### src/rtl/mem_stage_param_pkg.sv
// Shared encodings for the parametrised MEM stage: access sizes, one-hot FSM states,
// the XLEN-dependent byte-offset width macro and the misalignment rule.
`ifndef MEM_STAGE_OFF_W
`define MEM_STAGE_OFF_W(xlen) (((xlen) == 64) ? 3 : 2)
`endif

package mem_stage_param_pkg;

  localparam logic [1:0] SIZE_B = 2'b00;
  localparam logic [1:0] SIZE_H = 2'b01;
  localparam logic [1:0] SIZE_W = 2'b10;
  localparam logic [1:0] SIZE_D = 2'b11;

  typedef enum logic [3:0] {
    ST_IDLE = 4'b0001,
    ST_REQ  = 4'b0010,
    ST_RESP = 4'b0100,
    ST_DONE = 4'b1000
  } state_e;

  // Double accesses only exist on a 64-bit datapath; elsewhere they are illegal.
  function automatic logic is_misaligned(input logic [1:0] size, input logic [2:0] low,
                                         input logic is64);
    logic mis_s;
    case (size)
      SIZE_B:  mis_s = 1'b0;
      SIZE_H:  mis_s = low[0];
      SIZE_W:  mis_s = |low[1:0];
      SIZE_D:  mis_s = is64 ? (|low) : 1'b1;
      default: mis_s = 1'b1;
    endcase
    return mis_s;
  endfunction

endpackage

### src/rtl/mem_stage_param_lane_align.sv
// mem_lane_align: combinational store lane replication/strobes and load extract/extend.
module mem_lane_align #(
  parameter int XLEN = 32
) (
  input  logic [1:0]                       size,
  input  logic [`MEM_STAGE_OFF_W(XLEN)-1:0] offset,
  input  logic                             is_unsigned,
  input  logic [XLEN-1:0]                  sdata,
  input  logic [XLEN-1:0]                  rdata,
  output logic [XLEN-1:0]                  wdata,
  output logic [XLEN/8-1:0]                wstrb,
  output logic [XLEN-1:0]                  ldata
);
  import mem_stage_param_pkg::*;

  localparam int STRB_W = XLEN / 8;

  logic [XLEN-1:0] shifted_s;

  // Replicating the source across the word puts it in every lane, so the addressed lane is covered.
  always_comb begin
    wdata = sdata;
    wstrb = {STRB_W{1'b1}};
    case (size)
      SIZE_B: begin
        wdata = {STRB_W{sdata[7:0]}};
        wstrb = STRB_W'(1'b1) << offset;
      end
      SIZE_H: begin
        wdata = {(XLEN/16){sdata[15:0]}};
        wstrb = STRB_W'(2'b11) << offset;
      end
      SIZE_W: begin
        wdata = {(XLEN/32){sdata[31:0]}};
        wstrb = STRB_W'(4'hF) << offset;
      end
      SIZE_D: begin
        wdata = sdata;
        wstrb = {STRB_W{1'b1}};
      end
      default: begin
        wdata = sdata;
        wstrb = {STRB_W{1'b1}};
      end
    endcase
  end

  assign shifted_s = rdata >> {offset, 3'b000};

  // Load data: shift to bit 0, keep the accessed width, then sign- or zero-extend.
  always_comb begin
    ldata = shifted_s;
    case (size)
      SIZE_B:  ldata = is_unsigned ? XLEN'(shifted_s[7:0])  : XLEN'($signed(shifted_s[7:0]));
      SIZE_H:  ldata = is_unsigned ? XLEN'(shifted_s[15:0]) : XLEN'($signed(shifted_s[15:0]));
      SIZE_W:  ldata = is_unsigned ? XLEN'(shifted_s[31:0]) : XLEN'($signed(shifted_s[31:0]));
      SIZE_D:  ldata = shifted_s;
      default: ldata = shifted_s;
    endcase
  end

endmodule

### src/rtl/mem_stage_param.sv
// MEM pipeline stage between EX and WB: request/response handshakes, alignment, bypass.
// Optional performance counters are enabled with the MEM_STAGE_PERF_EN macro.
module mem_stage_param #(
  parameter int XLEN = 32
) (
  input  logic              clk,
  input  logic              rst,
  input  logic              in_valid,
  output logic              in_ready,
  input  logic              in_load,
  input  logic              in_store,
  input  logic [1:0]        in_size,
  input  logic              in_unsigned,
  input  logic [XLEN-1:0]   in_addr,
  input  logic [XLEN-1:0]   in_sdata,
  input  logic [XLEN-1:0]   in_result,
  input  logic              in_rf_wen,
  input  logic [4:0]        in_rf_waddr,
  input  logic [XLEN-1:0]   in_pc,
  output logic [XLEN-1:0]   mem_addr,
  output logic              mem_read,
  output logic              mem_write,
  output logic [XLEN-1:0]   mem_wdata,
  output logic [XLEN/8-1:0] mem_wstrb,
  input  logic              mem_req_ready,
  input  logic [XLEN-1:0]   mem_rdata,
  input  logic              mem_rvalid,
  output logic              mem_rready,
  output logic              out_valid,
  input  logic              out_ready,
  output logic [XLEN-1:0]   out_pc,
  output logic              out_rf_wen,
  output logic [4:0]        out_rf_waddr,
  output logic [XLEN-1:0]   out_rf_wdata,
  output logic              out_misalign,
`ifdef MEM_STAGE_PERF_EN
  output logic [31:0]       perf_ld_cnt,
  output logic [31:0]       perf_st_cnt,
  output logic [31:0]       perf_stall_cnt,
`endif
  output logic              byp_valid,
  output logic              byp_is_load,
  output logic [4:0]        byp_waddr,
  output logic [XLEN-1:0]   byp_wdata
);
  import mem_stage_param_pkg::*;

  localparam int   STRB_W = XLEN / 8;
  localparam int   OFF_W  = `MEM_STAGE_OFF_W(XLEN);
  localparam logic IS64   = (XLEN == 64);

  state_e            state_r, state_nxt_s;
  logic              load_r, store_r, uns_r, rf_wen_r, mis_r;
  logic [1:0]        size_r;
  logic [4:0]        waddr_r;
  logic [XLEN-1:0]   addr_r, sdata_r, result_r, pc_r, rdata_r;
  logic              accept_s, in_mem_s, in_mis_s;
  logic [XLEN-1:0]   wdata_s, ldata_s, wb_data_s;
  logic [STRB_W-1:0] wstrb_s;

  assign in_ready = (state_r == ST_IDLE) | ((state_r == ST_DONE) & out_ready);
  assign accept_s = in_valid & in_ready;
  assign in_mem_s = in_load | in_store;
  assign in_mis_s = in_mem_s & is_misaligned(in_size, in_addr[2:0], IS64);

  // Next-state: DONE with a new op branches exactly like IDLE for zero-bubble issue.
  always_comb begin
    state_nxt_s = state_r;
    case (state_r)
      ST_IDLE, ST_DONE: begin
        if (accept_s) begin
          if (in_mem_s & ~in_mis_s) begin
            state_nxt_s = ST_REQ;
          end else begin
            state_nxt_s = ST_DONE;
          end
        end else if ((state_r == ST_DONE) & out_ready) begin
          state_nxt_s = ST_IDLE;
        end else begin
          state_nxt_s = state_r;
        end
      end
      ST_REQ: begin
        if (mem_req_ready) begin
          state_nxt_s = load_r ? ST_RESP : ST_DONE;
        end else begin
          state_nxt_s = ST_REQ;
        end
      end
      ST_RESP: begin
        if (mem_rvalid) begin
          state_nxt_s = ST_DONE;
        end else begin
          state_nxt_s = ST_RESP;
        end
      end
      default: state_nxt_s = ST_IDLE;
    endcase
  end

  // State and payload registers; a reset mid-op also forgets any pending response.
  always_ff @(posedge clk) begin
    if (rst) begin
      state_r  <= ST_IDLE;
      load_r   <= 1'b0;
      store_r  <= 1'b0;
      uns_r    <= 1'b0;
      rf_wen_r <= 1'b0;
      mis_r    <= 1'b0;
      size_r   <= 2'b00;
      waddr_r  <= 5'd0;
      addr_r   <= {XLEN{1'b0}};
      sdata_r  <= {XLEN{1'b0}};
      result_r <= {XLEN{1'b0}};
      pc_r     <= {XLEN{1'b0}};
      rdata_r  <= {XLEN{1'b0}};
    end else begin
      state_r <= state_nxt_s;
      if (accept_s) begin
        load_r   <= in_load;
        store_r  <= in_store;
        uns_r    <= in_unsigned;
        rf_wen_r <= in_rf_wen;
        mis_r    <= in_mis_s;
        size_r   <= in_size;
        waddr_r  <= in_rf_waddr;
        addr_r   <= in_addr;
        sdata_r  <= in_sdata;
        result_r <= in_result;
        pc_r     <= in_pc;
      end
      if ((state_r == ST_RESP) & mem_rvalid) begin
        rdata_r <= mem_rdata;
      end
    end
  end

  mem_lane_align #(.XLEN(XLEN)) u_align (
    .size        (size_r),
    .offset      (addr_r[OFF_W-1:0]),
    .is_unsigned (uns_r),
    .sdata       (sdata_r),
    .rdata       (rdata_r),
    .wdata       (wdata_s),
    .wstrb       (wstrb_s),
    .ldata       (ldata_s)
  );

  assign mem_addr   = {addr_r[XLEN-1:OFF_W], {OFF_W{1'b0}}};
  assign mem_read   = (state_r == ST_REQ) & load_r;
  assign mem_write  = (state_r == ST_REQ) & store_r;
  assign mem_wdata  = mem_write ? wdata_s : {XLEN{1'b0}};
  assign mem_wstrb  = mem_write ? wstrb_s : {STRB_W{1'b0}};
  assign mem_rready = (state_r == ST_RESP);

  assign wb_data_s    = (load_r & ~mis_r) ? ldata_s : result_r;
  assign out_valid    = (state_r == ST_DONE);
  assign out_pc       = pc_r;
  assign out_rf_wen   = rf_wen_r & ~mis_r;
  assign out_rf_waddr = waddr_r;
  assign out_rf_wdata = wb_data_s;
  assign out_misalign = mis_r;

  assign byp_valid   = (state_r != ST_IDLE) & rf_wen_r & ~mis_r;
  assign byp_is_load = load_r & ((state_r == ST_REQ) | (state_r == ST_RESP));
  assign byp_waddr   = waddr_r;
  assign byp_wdata   = wb_data_s;

`ifdef MEM_STAGE_PERF_EN
  logic [31:0] ld_cnt_r, st_cnt_r, stall_cnt_r;
  logic        req_hs_s, stall_s;

  assign req_hs_s = (state_r == ST_REQ) & mem_req_ready;
  assign stall_s  = ((state_r == ST_REQ) & ~mem_req_ready) |
                    ((state_r == ST_RESP) & ~mem_rvalid) |
                    ((state_r == ST_DONE) & ~out_ready);

  // Free-running wrap-around event counters.
  always_ff @(posedge clk) begin
    if (rst) begin
      ld_cnt_r    <= 32'd0;
      st_cnt_r    <= 32'd0;
      stall_cnt_r <= 32'd0;
    end else begin
      if (req_hs_s & load_r)  ld_cnt_r    <= ld_cnt_r + 32'd1;
      if (req_hs_s & store_r) st_cnt_r    <= st_cnt_r + 32'd1;
      if (stall_s)            stall_cnt_r <= stall_cnt_r + 32'd1;
    end
  end

  assign perf_ld_cnt    = ld_cnt_r;
  assign perf_st_cnt    = st_cnt_r;
  assign perf_stall_cnt = stall_cnt_r;
`endif

endmodule

### config.mk
export PLATFORM = sky130hd
export DESIGN_NAME = mem_stage_param
export DESIGN_NICKNAME = d
export VERILOG_FILES = /design/src/rtl/mem_stage_param_pkg.sv /design/src/rtl/mem_stage_param_lane_align.sv /design/src/rtl/mem_stage_param.sv
export SDC_FILE = /design/constraint.sdc
export NUM_CORES = 1
export LEC_CHECK = 0
export ABC_AREA = 1
export BUFFER_PORTS_ARGS = -buffer_cell sky130_fd_sc_hd__buf_2
export CAP_MARGIN = 20
export CELL_PAD_IN_SITES_DETAIL_PLACEMENT = 1
export CELL_PAD_IN_SITES_GLOBAL_PLACEMENT = 1
export CORE_MARGIN = 10
export CORE_UTILIZATION = 33
export DETAILED_ROUTE_END_ITERATION = 10
export HOLD_SLACK_MARGIN = 0.05
export PLACE_DENSITY = 0.78
export RECOVER_POWER = 100
export SLEW_MARGIN = 20
export SYNTH_ARGS = -nofsm -noshare
export SYNTH_HDL_FRONTEND = slang
export SYNTH_SLANG_ARGS = --single-unit
### constraint.sdc
create_clock -name clk -period 2.3 [get_ports clk]
set_input_delay 0.23 -clock clk [delete_from_list [all_inputs] [get_ports clk]]
set_output_delay 0.23 -clock clk [all_outputs]
set_load 0.01 [all_outputs]
# Word level (Yosys, flattened, before mapping)
# Cells that the tools add are included.
# op_classes
eq_ne,12
n_shift,4
mux,16
bitwise,17
n_reduce_logical,5
# ops
op,n
32-bit case mux with 3 select lines,2
32-bit two-way mux,4
32-bit by 5-bit right shift with 32-bit output,1
4-bit two-way mux,7
4-bit case mux with 4 select lines,1
1-bit bitwise AND,12
4-bit case mux with 3 select lines,1
2-bit == test (second input constant),4
2-bit OR reduction,3
2-bit by 1-bit == test with 1-bit output (second input constant),2
4-bit by 1-bit == test with 1-bit output (second input constant),1
4-bit by 2-bit == test with 1-bit output (second input constant),1
4-bit by 3-bit == test with 1-bit output (second input constant),1
4-bit == test (second input constant),1
2-bit logical NOT,2
4-bit by 1-bit != test with 1-bit output (second input constant),1
1-bit case mux with 4 select lines,1
1-bit by 2-bit left shift with 4-bit output (first input constant),1
2-bit by 2-bit left shift with 4-bit output (first input constant),1
4-bit by 2-bit left shift with 4-bit output (first input constant),1
3-bit != test (second input constant),1
1-bit bitwise OR,3
1-bit NOT,2
# totals
ff_bits,176
input_bits,177

# Longest topological paths before layout
# Gate-level depths: netlist of the first run.
# depth
word_depth,8
mapped_depth,11
mapped_depth_nobuf,10

# Hierarchy
# Synthesis of the first run repeated with hierarchy kept, for this count alone.
# hier_totals
cells_unflattened,1299
hier_area_um2,9034.9
# modules_own_cells
mod,instances,cells_each,area_per_inst_um2,seq_area_each_um2
mem_stage_param,1,1004,7528.5,3523.4
mem_lane_align,1,295,1506.4,0.0

# Least setup slack after synthesis of the first run
# OpenSTA, ideal clock, no wires.
# synth_path
kind,register to output
from,reg size_r[0]
to,out out_rf_wdata[16]
t_arrival_ps,1828
t_required_ps,2070
path_slack_ps,242
stages_incl_launch_ff,11
path_buffers,3
path_cell_list,dfxtp_1 > inv_1 > ha_1 > buf_2 > inv_1 > or2_0 > o21ai_0 > inv_1 > buf_2 > a21oi_1 > buf_4
# synth_between
elab_chain_cells,4
word_cells_on_any_way,7
cone_classes,eq/ne: 3; mux: 2; reduce/logical: 2
# synth_rtl
element,line,text
start: declaration,mem_stage_param.sv:54,logic [1:0] size_r;
start signal: assignment,mem_stage_param.sv:125,size_r <= in_size;
2-bit == test,mem_stage_param_lane_align.sv:53,case (size)
2-bit OR reduction (no line),-,
32-bit case mux with 3 select lines *,mem_stage_param_lane_align.sv:53,
32-bit two-way mux *,mem_stage_param.sv:156,assign wb_data_s = (load_r & ~mis_r) ? ldata_s : result_r;
end: declaration,mem_stage_param.sv:34,"output logic [XLEN-1:0] out_rf_wdata,"
# Every way passes the cells marked *; elsewhere a longest branch is shown, timed or not.

# Final worst setup path of the first run
# layout_path
from,reg size_r[0]
to,out out_rf_wdata[23]
# Same word-level chain as after synthesis.

==> flow_metrics.env, run 1 <==
export IMPL_status="finished, violations left"
export IMPL_violations="setup timing"
export IMPL_layout_cells_most_common_list="nand2_1 (362), buf_2 (240), dfxtp_1 (172), a21oi_1 (159), dlygate4sd3_1 (126)"
export IMPL_ys_seq_area_share_pct=41.23
export IMPL_pwr_share_clk_pct=29.2
export IMPL_yosys_warnings=0
export IMPL_max_freq_ghz=0.4335
export IMPL_vias_per_cell=5.001
export IMPL_cts_tree="done"
export IMPL_clock_latency_ps=430
export IMPL_cp_common_cell="inv_4"
export IMPL_finalCriticalPeriod_ps=2307
export IMPL_clock_path_buffers=2
export IMPL_grt_pass1_wl_um=58710
export IMPL_slowest_stage="dfxtp_4"
export IMPL_drt_iter0_markers=532
export IMPL_detail_route_antenna_nets=0
export IMPL_postLayoutSetupSlackWorst_ps=-6.598
export IMPL_max_stage_delay_ps=370
export IMPL_antenna_found_initial=15
export IMPL_fp_coreArea_sq_mm=0.02533
export IMPL_drt_total_wl_um=38770
export IMPL_drive_above_1_share_pct=27.68
export IMPL_syn_inst=1212
export IMPL_rsz0062_at_grt="yes"
export IMPL_synth_distinct_cells=29
export IMPL_power_frac_comb_pct=35.3
export IMPL_intPower_mw=6.493
export IMPL_cp_arrival_ps=2080
export IMPL_switching_power_mw=3.924
export IMPL_p_sw_share_pct=37.67
export IMPL_use_met2_pct=38.80
export IMPL_async_flop_share_pct=0
export IMPL_whs_ps=63.76
export IMPL_ios=360
export IMPL_synth_ff_type="dfxtp_1"
export IMPL_grt_max_degree=142
export IMPL_overflow=0
export IMPL_cts_clk_slew_worst_paths_ps=70
export IMPL_die_w_um=180.9
export IMPL_tightest_slew_ps=995.2
export IMPL_min_path_type="input port to register"
export IMPL_skew_ps=10.53
export IMPL_yosys_register_bits=176
export IMPL_initial_core_util_pct=33.74
export IMPL_leakagePower_nw=5.237
export IMPL_critical_path_class="register to output pin"
export IMPL_synth_edf_count=0
export IMPL_dp_cells=1772
export IMPL_syn_to_final_growth_pct=47.10
export IMPL_slew_violations=0
export IMPL_setup_viol=10
export IMPL_worst_setup_path_start_kind="register"
export IMPL_nNetsFinal=1781
export IMPL_peakVddDrop_uv=515.5
export IMPL_use_met3_pct=6.653
export IMPL_place_congestion=0.8607
export IMPL_drt_wirelength_per_cell_um=19.85
export IMPL_drc=0
export IMPL_crit_chain="inv_4 > ha_4 > inv_4 > or2_0 > o21ai_1 > inv_2 > buf_12 > a21oi_4 > buf_6"
export IMPL_dieArea_sq_mm=0.03273
export IMPL_grt_usage_pct=22.15
export IMPL_cp_end_kind="output pin"
export IMPL_top_usage_layer="met2"
export IMPL_required_ps=2070
export IMPL_die_h_um=180.9
export IMPL_cts_made_buffers=17
export IMPL_maxCapViolations=0
export IMPL_grt_pass1_vias=10470
export IMPL_min_period_over_period_pct=100.3
export IMPL_fin_cells=1953
export IMPL_crit_fanout=6
export IMPL_pwr_share_seq_pct=35.5
export IMPL_dp_hpwl_um=24680
export IMPL_first_pass_iters=5
export IMPL_clockRootBuffer="clkbuf_16"
export IMPL_p_total_mw=10.42
export IMPL_vias=9766
export IMPL_synth_avg_cell_area_sq_um=7.051
export IMPL_p_per_area_mw_per_mm2=828.7
export IMPL_io_buffers=357
export IMPL_final_common_cell="nand2_1"
export IMPL_h_tree_depth=4
export IMPL_fillCellCount=3210
export IMPL_syn_cell_area_sq_mm=0.008546
export IMPL_cts_sinks=176
export IMPL_rows=58
export IMPL_hold_viol_final=0
export IMPL_grtUsageMet1_pct=23.98
export IMPL_relSlewSlack_pct=33.65
state kept, by name, summed over array words and instances (netlist names):
signal,count
addr_r,32
byp_waddr,5
load_r,1
out_misalign,1
out_pc,32
rdata_r,32
result_r,32
rf_wen_r,1
sdata_r,32
size_r,2
state_r,4
store_r,1
uns_r,1
critical path, delay by kind of cell (launching register included):
| kind | cells | cell delay [ps] |
|---|---|---|
| AO/OA/AOI/OAI | 2 | 360 |
| adder cells (fa/ha/maj) | 1 | 160 |
| buffers and inverters | 5 | 570 |
| flip-flops | 1 | 370 |
| AND/OR/NAND/NOR | 1 | 190 |
per-stage QoR:
| stage | setup WS, ps | util [%] | instance area, sq um | TNS [ps] |
|---|---|---|---|---|
| 3_5_place_dp | 69.65 | 39.76 | 10070 | 0 |
| 6_report | -6.598 | 49.63 | 12570 | -32.29 |
| 5_1_grt | -122.3 | 49.63 | 12570 | -7089 |
| 3_3_place_gp | 153.4 | 39.76 | 10070 | 0 |
| 4_1_cts | -15.12 | 48.07 | 12170 | -81.86 |
| 2_1_floorplan | 241.9 | - | 8549 | 0 |
final cells by class:
cell class / instances / area (sq um) / area share, %
well taps: 330 / 412.9 / 3.285
inverters: 65 / 265.3 / 2.110
clock buffers: 17 / 425.4 / 3.384
flip-flops and latches: 176 / 3533 / 28.11
clock inverters: 14 / 167.7 / 1.334
repair inverters: 2 / 15.01 / 0.1194
multi-input cells: 821 / 4177 / 33.22
repair buffers: 516 / 3545 / 28.20
diodes: 12 / 30.03 / 0.2389
cell usage after synthesis, types with 2 or more instances:
cell type  instances  area (sq um)
a211oi_1          28         210.2
a21oi_1          181         905.9
a21oi_2           20         175.2
a22oi_1           16         120.1
buf_1              6         22.52
buf_2             28         140.1
buf_4             69         518.0
buf_6              8         90.09
buf_8              2         30.03
clkbuf_1          38         142.6
dfxtp_1          176          3523
ha_1               5         62.56
inv_1             59         221.5
inv_2              4         15.01
nand2_1          364          1366
nand2_2           22         137.6
nand3_1           20         100.1
nor2_1            89         334.1
nor2_2             2         12.51
nor3_1             3         15.01
o211ai_1          14         105.1
o21ai_0           50         250.2
or2_2              2         12.51
power by group through the flow:
| stage | Combinational, mW | Sequential (mW) | Clock (mW) |
|---|---|---|---|
| after global routing | 4.02 | 3.75 | 3.25 |
| after global placement | 2.92 | 3.71 | 0 |
| after floorplan | 2.12 | 3.71 | 0 |
| after detailed placement | 2.99 | 3.73 | 0 |
| final | 3.68 | 3.70 | 3.04 |
| after CTS | 3.33 | 3.67 | 3.11 |
layer usage:
metal | up-vias | wire [um]
li1 | 4647 | -
met1 | 4706 | 15050
met2 | 325 | 19870
met3 | 84 | 2307
met4 | 4 | 1509
met5 | - | 24
worst paths after layout:
| kind | depth (start not counted) | slack [ps] | endpoint | startpoint |
|---|---|---|---|---|
| min | 3 | 60 | sdata_r[15] | in_sdata[15] |
| min reg2reg | 2 | 460 | out_pc[0] | out_pc[0] |
| max reg2reg | 7 | 140 | sdata_r[13] | state_r[3] |
| max | 9 | -7 | out_rf_wdata[23] | size_r[0] |
kinds of logic after synthesis:
kind of cell             Yosys count  synth area share (%)
AO/OA/AOI/OAI                    309                 20.67
adder cells (fa/ha/maj)            5                0.7321
buffers and inverters            216                 13.91
flip-flops                       176                 41.23
other                              1               0.04388
AND/OR/NAND/NOR                  505                 23.41
repair_timing:
action	in CTS	in global routing
hold buffers	124	2
gates cloned	2	2
resized for setup	69	101
pin swaps	5	11
endpoints found under the hold margin	124	2
endpoints found under the setup margin	84	89
buffers inserted	1	7
(Power assumes the default switching activity.)
==> run 2, diff against run 1 <==
Settings changed: PLACE_DENSITY 0.78 to unset, PLACE_DENSITY_LB_ADDON set to 0.1, RECOVER_POWER 100 to unset.
==> run 2 against run 1 <==
  * Total power shrank 1.9%
  * Sequential share of layout area shrank 0.064 points
  * Largest power group unchanged
  * Clock power shrank 2%
  * Maximum frequency grew 1.7%
  * Combinational power shrank 3%
  * Count of clock-buffer cells in the layout grew 1
  * Largest cell class unchanged
  * Critical path depth is the same
  * The flow now finishes without violations
  * Worst hold slack gained 6.7 ps
  * Core utilization grew 0.15 points
==> flow_metrics.env, run 2 (same netlist as run 1, synthesis figures left out) <==
export IMPL_dpl_cell_area_sq_mm=0.01010
export IMPL_maxCapViolations=0
export IMPL_cts_made_buffers=17
export IMPL_overflow=0
export IMPL_fin_cells=1948
export IMPL_dieArea_sq_mm=0.03273
export IMPL_io_buffers=357
export IMPL_cp_end_kind="output pin"
export IMPL_grt_pass1_vias=10080
export IMPL_min_path_type="input port to register"
export IMPL_finalCriticalPeriod_ps=2268
export IMPL_fin_area_sq_mm=0.01261
export IMPL_min_period_over_period_pct=98.62
export IMPL_grt_max_degree=142
export IMPL_max_freq_ghz=0.4409
export IMPL_pwr_share_seq_pct=36.0
export IMPL_drt_total_wl_um=36100
export IMPL_worst_setup_path_start_kind="register"
export IMPL_die_h_um=180.9
export IMPL_initial_core_util_pct=33.74
export IMPL_grt_pass1_wl_um=55770
export IMPL_grt_usage_pct=20.97
export IMPL_place_congestion=0.8003
export IMPL_clock_path_buffers=2
export IMPL_cts_clk_slew_worst_paths_ps=70
export IMPL_clock_latency_ps=440
export IMPL_peakVddDrop_uv=517.0
export IMPL_postLayoutSetupSlackWorst_ps=31.81
export IMPL_cts_sinks=176
export IMPL_post_place_ws_ps=90.74
export IMPL_hold_viol_final=0
export IMPL_layout_cells_most_common_list="nand2_1 (362), buf_2 (334), dfxtp_1 (172), a21oi_1 (155), dlygate4sd3_1 (134)"
export IMPL_slew_violations=0
export IMPL_rr_endpoint="out_pc[25]"
export IMPL_cp_arrival_ps=2040
export IMPL_rsz0062_at_grt="yes"
export IMPL_ios=360
export IMPL_rows=58
export IMPL_dp_hpwl_um=24940
export IMPL_setup_viol=0
export IMPL_drt_wirelength_per_cell_um=18.53
export IMPL_vias_per_cell=4.809
export IMPL_drt_iter0_markers=363
export IMPL_clockRootBuffer="clkbuf_16"
export IMPL_p_sw_share_pct=37.27
export IMPL_rrSetupSlack_ps=430
export IMPL_detail_route_antenna_nets=0
export IMPL_drive_above_1_share_pct=32.09
export IMPL_vias=9368
export IMPL_tightest_slew_ps=670.3
export IMPL_dp_cells=1774
export IMPL_intPower_mw=6.410
export IMPL_required_ps=2070
export IMPL_cp_endpoint="out_rf_wdata[16]"
export IMPL_nNetsFinal=1784
export IMPL_critical_path_class="register to output pin"
export IMPL_die_w_um=180.9
export IMPL_relSlewSlack_pct=55.31
export IMPL_p_per_area_mw_per_mm2=810.5
export IMPL_r2r_start="state_r[3]"
export IMPL_h_tree_depth=4
export IMPL_pwr_share_clk_pct=29.2
export IMPL_cts_tree="done"
export IMPL_leakagePower_nw=5.560
export IMPL_crit_fanout=8
export IMPL_status="finished clean"
export IMPL_power_frac_comb_pct=34.8
export IMPL_antenna_found_initial=5
export IMPL_syn_to_final_growth_pct=47.54
export IMPL_drc=0
export IMPL_first_pass_iters=5
export IMPL_fp_coreArea_sq_mm=0.02533
export IMPL_ff2ff_path_depth=9
export IMPL_skew_ps=14.85
export IMPL_final_common_cell="nand2_1"
export IMPL_switching_power_mw=3.809
export IMPL_worstSetupStartpoint="size_r[1]"
## run 2: cell types whose count changed in the layout (fill, tap and decap cells not counted), moves of 4 or more
cell	change
a21oi_1	-4
buf_6	-13
dlygate4sd3_1	+8
diode_2	-8
buf_2	+94
o21ai_1	+4
clkbuf_2	-4
clkbuf_1	-79
## run 2: timing repair
action | CTS | global route
buffers inserted | 2 | 2
hold endpoints to repair | 134 | 0
endpoints found under the setup margin | 88 | 83
hold buffers | 134 | 0
pin swaps | 2 | 3
resized for setup | 46 | 83
gates cloned | 0 | 1
## run 2: cell type report
type | count | area (sq um)
Antenna cell | 4 | 10.01
Clock buffer | 18 | 439.2
Clock inverter | 13 | 142.6
Fill cell | 3214 | 12720
Inverter | 65 | 255.2
Multi-Input combinational cell | 821 | 4170
Sequential cell | 176 | 3536
Tap cell | 330 | 412.9
Timing Repair Buffer | 521 | 3642
## run 2: how the worst min path moves through the flow
| stage | start | endpoint | slack, ps | depth (start not counted) |
|---|---|---|---|---|
| final | in_result[15] | result_r[15] | 70 | 3 |
| after global routing | in_result[15] | result_r[15] | 60 | 3 |
| after CTS | in_store | store_r | 50 | 3 |
| after detailed placement | out_pc[12] | out_pc[12] | 450 | 2 |
| after global placement | addr_r[14] | addr_r[14] | 450 | 2 |
| after floorplan | in_pc[27] | out_pc[27] | 370 | 2 |
## run 2: layer usage
layer  track usage, %  vias to the layer above  wire (um)
met5                0                        -         12
met4            6.168                        2        756
met1            22.96                     4431      14260
met3            6.873                       39       2317
met2            37.64                      250      18760
li1                 -                     4646          -
## run 2: power by group through the flow
| stage | clock network (mW) | logic (mW) | registers [mW] |
|---|---|---|---|
| 2_1_floorplan | 0 | 2.12 | 3.71 |
| 3_5_place_dp | 0 | 2.99 | 3.73 |
| 5_1_grt | 3.19 | 3.93 | 3.73 |
| 6_report | 2.98 | 3.56 | 3.68 |
| 3_3_place_gp | 0 | 2.95 | 3.71 |
| 4_1_cts | 3.06 | 3.27 | 3.66 |
## run 2: critical path, cell delays in order, from the launching register on
cell and delay, ps:
dfxtp_4 370, inv_4 80, ha_4 160, inv_2 40, or2_0 190, o21ai_1 140
inv_2 120, clkbuf_16 200, a21oi_4 170, buf_6 140
## run 2: through the flow
step | utilization [%] | hold WS, ps | setup TNS, ps | total power, mW
2_1_floorplan | - | 366.4 | 0 | 5.839
3_3_place_gp | 39.87 | 448.4 | 0 | 6.662
3_5_place_dp | 39.87 | 452.4 | 0 | 6.719
4_1_cts | 48.04 | 50.06 | 0 | 10.00
5_1_grt | 49.78 | 63.13 | -3078 | 10.85
6_report | 49.78 | 70.45 | 0 | 10.22
==> run 3, diff against run 2 <==
Settings changed: CORE_UTILIZATION 33 to 34, SYNTH_HIERARCHICAL set to 1.
Clock period 2.3 ns to 2.2 ns, I/O delays scaled along.
==> run 3 against run 2 <==
  * The flow now finishes with violations (setup timing)
  * Via count increased by 5.2%
  * Routed wire length increased by 5.6%
  * Register-to-register slack worse by 60 ps
  * Sequential share of layout area shrank 1.5 points
  * Critical path type unchanged
==> flow_metrics.env, run 3 <==
export IMPL_max_freq_ghz=0.4360
export IMPL_grt_usage_pct=21.73
export IMPL_fillCellCount=3321
export IMPL_grt_pass1_vias=10530
export IMPL_min_path_type="input port to register"
export IMPL_crit_fanout=8
export IMPL_synthTopCellsByCount="nand2_1 (460), a21oi_1 (195), dfxtp_1 (176), buf_4 (83), nor2_1 (64)"
export IMPL_drive_above_1_share_pct=32.51
export IMPL_required_ps=1980
export IMPL_hold_start="in_result[31]"
export IMPL_cp_arrival_ps=2070
export IMPL_yosysMostFrequentCell="nand2_1"
export IMPL_antenna_found_initial=15
export IMPL_cts_tree="done"
export IMPL_crit_chain="inv_4 > ha_4 > nor2_4 > buf_6 > nor2_4 > nand3_2 > nand2_2 > nand2_2 > nand2_2 > mux2_4 > buf_6"
export IMPL_setup_viol=50
export IMPL_overflow=0
export IMPL_postLayoutSetupSlackWorst_ps=-93.53
export IMPL_leakagePower_nw=6.064
export IMPL_cp_common_cell="nand2_2"
export IMPL_detail_route_antenna_nets=0
export IMPL_fin_area_sq_mm=0.01332
export IMPL_synth_edf_count=0
export IMPL_tightest_slew_ps=517.8
export IMPL_synth_distinct_cells=32
export IMPL_ff2ff_path_depth=8
export IMPL_synth_avg_cell_area_sq_um=6.955
export IMPL_violations="setup timing"
export IMPL_first_pass_iters=4
export IMPL_clock_latency_ps=430
export IMPL_fp_coreArea_sq_mm=0.02613
export IMPL_p_total_mw=10.85
export IMPL_cts_made_buffers=17
export IMPL_dp_hpwl_um=25120
export IMPL_cp_end_kind="output pin"
export IMPL_synth_top_area_share_pct=39.00
export IMPL_nNetsFinal=1872
export IMPL_dpl_cell_area_sq_mm=0.01047
export IMPL_critical_path_class="register to output pin"
export IMPL_vias_per_cell=4.810
export IMPL_p_per_area_mw_per_mm2=814.9
export IMPL_yosys_register_bits=176
export IMPL_clock_path_buffers=2
export IMPL_rrSetupSlack_ps=370
export IMPL_drc=0
export IMPL_max_stage_delay_ps=390
export IMPL_r2r_start="state_r[0]"
export IMPL_async_flop_share_pct=0
export IMPL_rows=59
export IMPL_io_buffers=357
export IMPL_clockRootBuffer="clkbuf_16"
export IMPL_ios=360
export IMPL_finalCriticalPeriod_ps=2294
export IMPL_grt_max_degree=100
export IMPL_place_congestion=0.7840
export IMPL_drt_iter0_markers=426
export IMPL_layout_cells_most_common_list="nand2_1 (449), buf_2 (313), a21oi_1 (193), dfxtp_1 (172), dlygate4sd3_1 (138)"
export IMPL_initial_core_util_pct=34.57
export IMPL_whs_ps=64.66
export IMPL_drt_total_wl_um=38120
export IMPL_synthTopCellsByArea="dfxtp_1 (39%), nand2_1 (19%), a21oi_1 (11%)"
export IMPL_die_h_um=183.0
export IMPL_cts_sinks=176
export IMPL_dieArea_sq_mm=0.03349
export IMPL_multiInputGateArea_sq_mm=0.004529
export IMPL_syn_cell_area_sq_mm=0.009035
export IMPL_synth_ff_type="dfxtp_1"
export IMPL_min_period_over_period_pct=104.3
export IMPL_syn_inst=1299
export IMPL_whs_endpoint="result_r[31]"
export IMPL_hold_viol_final=0
export IMPL_final_common_cell="nand2_1"
export IMPL_maxCapViolations=0
export IMPL_grt_pass1_wl_um=58790
export IMPL_peakVddDrop_uv=458.5
export IMPL_h_tree_depth=4
export IMPL_die_w_um=183.0
export IMPL_slowest_stage="dfxtp_4"
export IMPL_yosys_warnings=6
export IMPL_rr_endpoint="result_r[22]"
export IMPL_hold_depth=3
export IMPL_skew_ps=14.34
export IMPL_post_place_ws_ps=71.42
export IMPL_rsz0062_at_grt="yes"
export IMPL_relSlewSlack_pct=65.48
export IMPL_ys_seq_area_share_pct=39.00
export IMPL_cts_clk_slew_worst_paths_ps=60
export IMPL_syn_to_final_growth_pct=47.38
export IMPL_seq_area_sq_mm=0.003538
export IMPL_yosysTopAreaCell="dfxtp_1"
export IMPL_worst_setup_path_start_kind="register"
export IMPL_status="finished, violations left"
export IMPL_drt_wirelength_per_cell_um=18.61
export IMPL_slew_violations=0
export IMPL_vias=9851
==> run 3: cell count changes after synthesis, moves of 23 or more <==
cell,before,now
o21ai_0,50,27
mux2_2,0,30
nor2_1,89,64
nand2_1,364,460
a211oi_1,28,0
nand3_1,20,59
==> run 3: area by class of cell <==
cell class	count	share of cell area [%]
Antenna cell	9	0.1691
Clock buffer	17	3.195
Clock inverter	15	1.438
Tap cell	335	3.148
Sequential cell	176	26.57
Timing Repair Buffer	535	29.44
Multi-Input combinational cell	897	34.02
Inverter	64	2.020
==> run 3: timing repair <==
item                                    in CTS  in global routing
setup buffers                                4                  7
hold endpoints to repair                   138                  0
pin swaps                                   13                 33
endpoints found under the setup margin      91                 98
hold buffers                               138                  0
cloned                                       4                  0
resized for setup                           76                101
==> run 3: logic make-up after synthesis <==
group / share of synthesized area [%]
adders and majority gates: 0.5540
and+or+nand+nor: 27.96
other: 0.04151
AOI/OAI and AO/OA: 13.53
muxes: 3.988
buffers and inverters: 14.93
DFF: 39.00
==> run 3: how the worst max path moves through the flow <==
| stage | startpoint | endpoint | slack, ps | cells after the start |
|---|---|---|---|---|
| 3_3_place_gp | size_r[0] | byp_wdata[31] | 120 | 10 |
| 6_report | size_r[0] | out_rf_wdata[31] | -90 | 11 |
| 4_1_cts | size_r[0] | out_rf_wdata[21] | -80 | 10 |
| 5_1_grt | size_r[0] | out_rf_wdata[31] | -180 | 11 |
| 2_1_floorplan | size_r[1] | out_rf_wdata[21] | 10 | 13 |
| 3_5_place_dp | size_r[0] | out_rf_wdata[31] | 70 | 10 |
==> run 3: worst max-delay path: cells and delay by family (launching register included) <==
kind | cells | cell delay (ps)
simple gates | 6 | 460
mux | 1 | 300
fa+ha+maj | 1 | 160
buf+inv | 3 | 330
flops | 1 | 390
==> run 3: power by group <==
part	internal (mW)	switching, mW	total, mW
Sequential	3.58	0.270	3.85
Clock	1.74	1.50	3.24
Combinational	1.58	2.18	3.75
==> run 3: per-stage QoR <==
step	TNS [ps]	util (%)	std cells
floorplan	0	-	1300
global placement	0	40.07	1854
detailed placement	0	40.07	1854
CTS	-2488	49.16	2032
global route	-7393	50.93	2046
finish	-1572	50.95	2048
==> run 3: routing by layer <==
layer	up-vias	track usage (%)	share of wire (%)
met2	294	35.64	49
li1	4858	-	-
met3	51	7.688	7.6
met4	10	7.180	1.8
met1	4638	25.94	42
met5	-	0	0.19
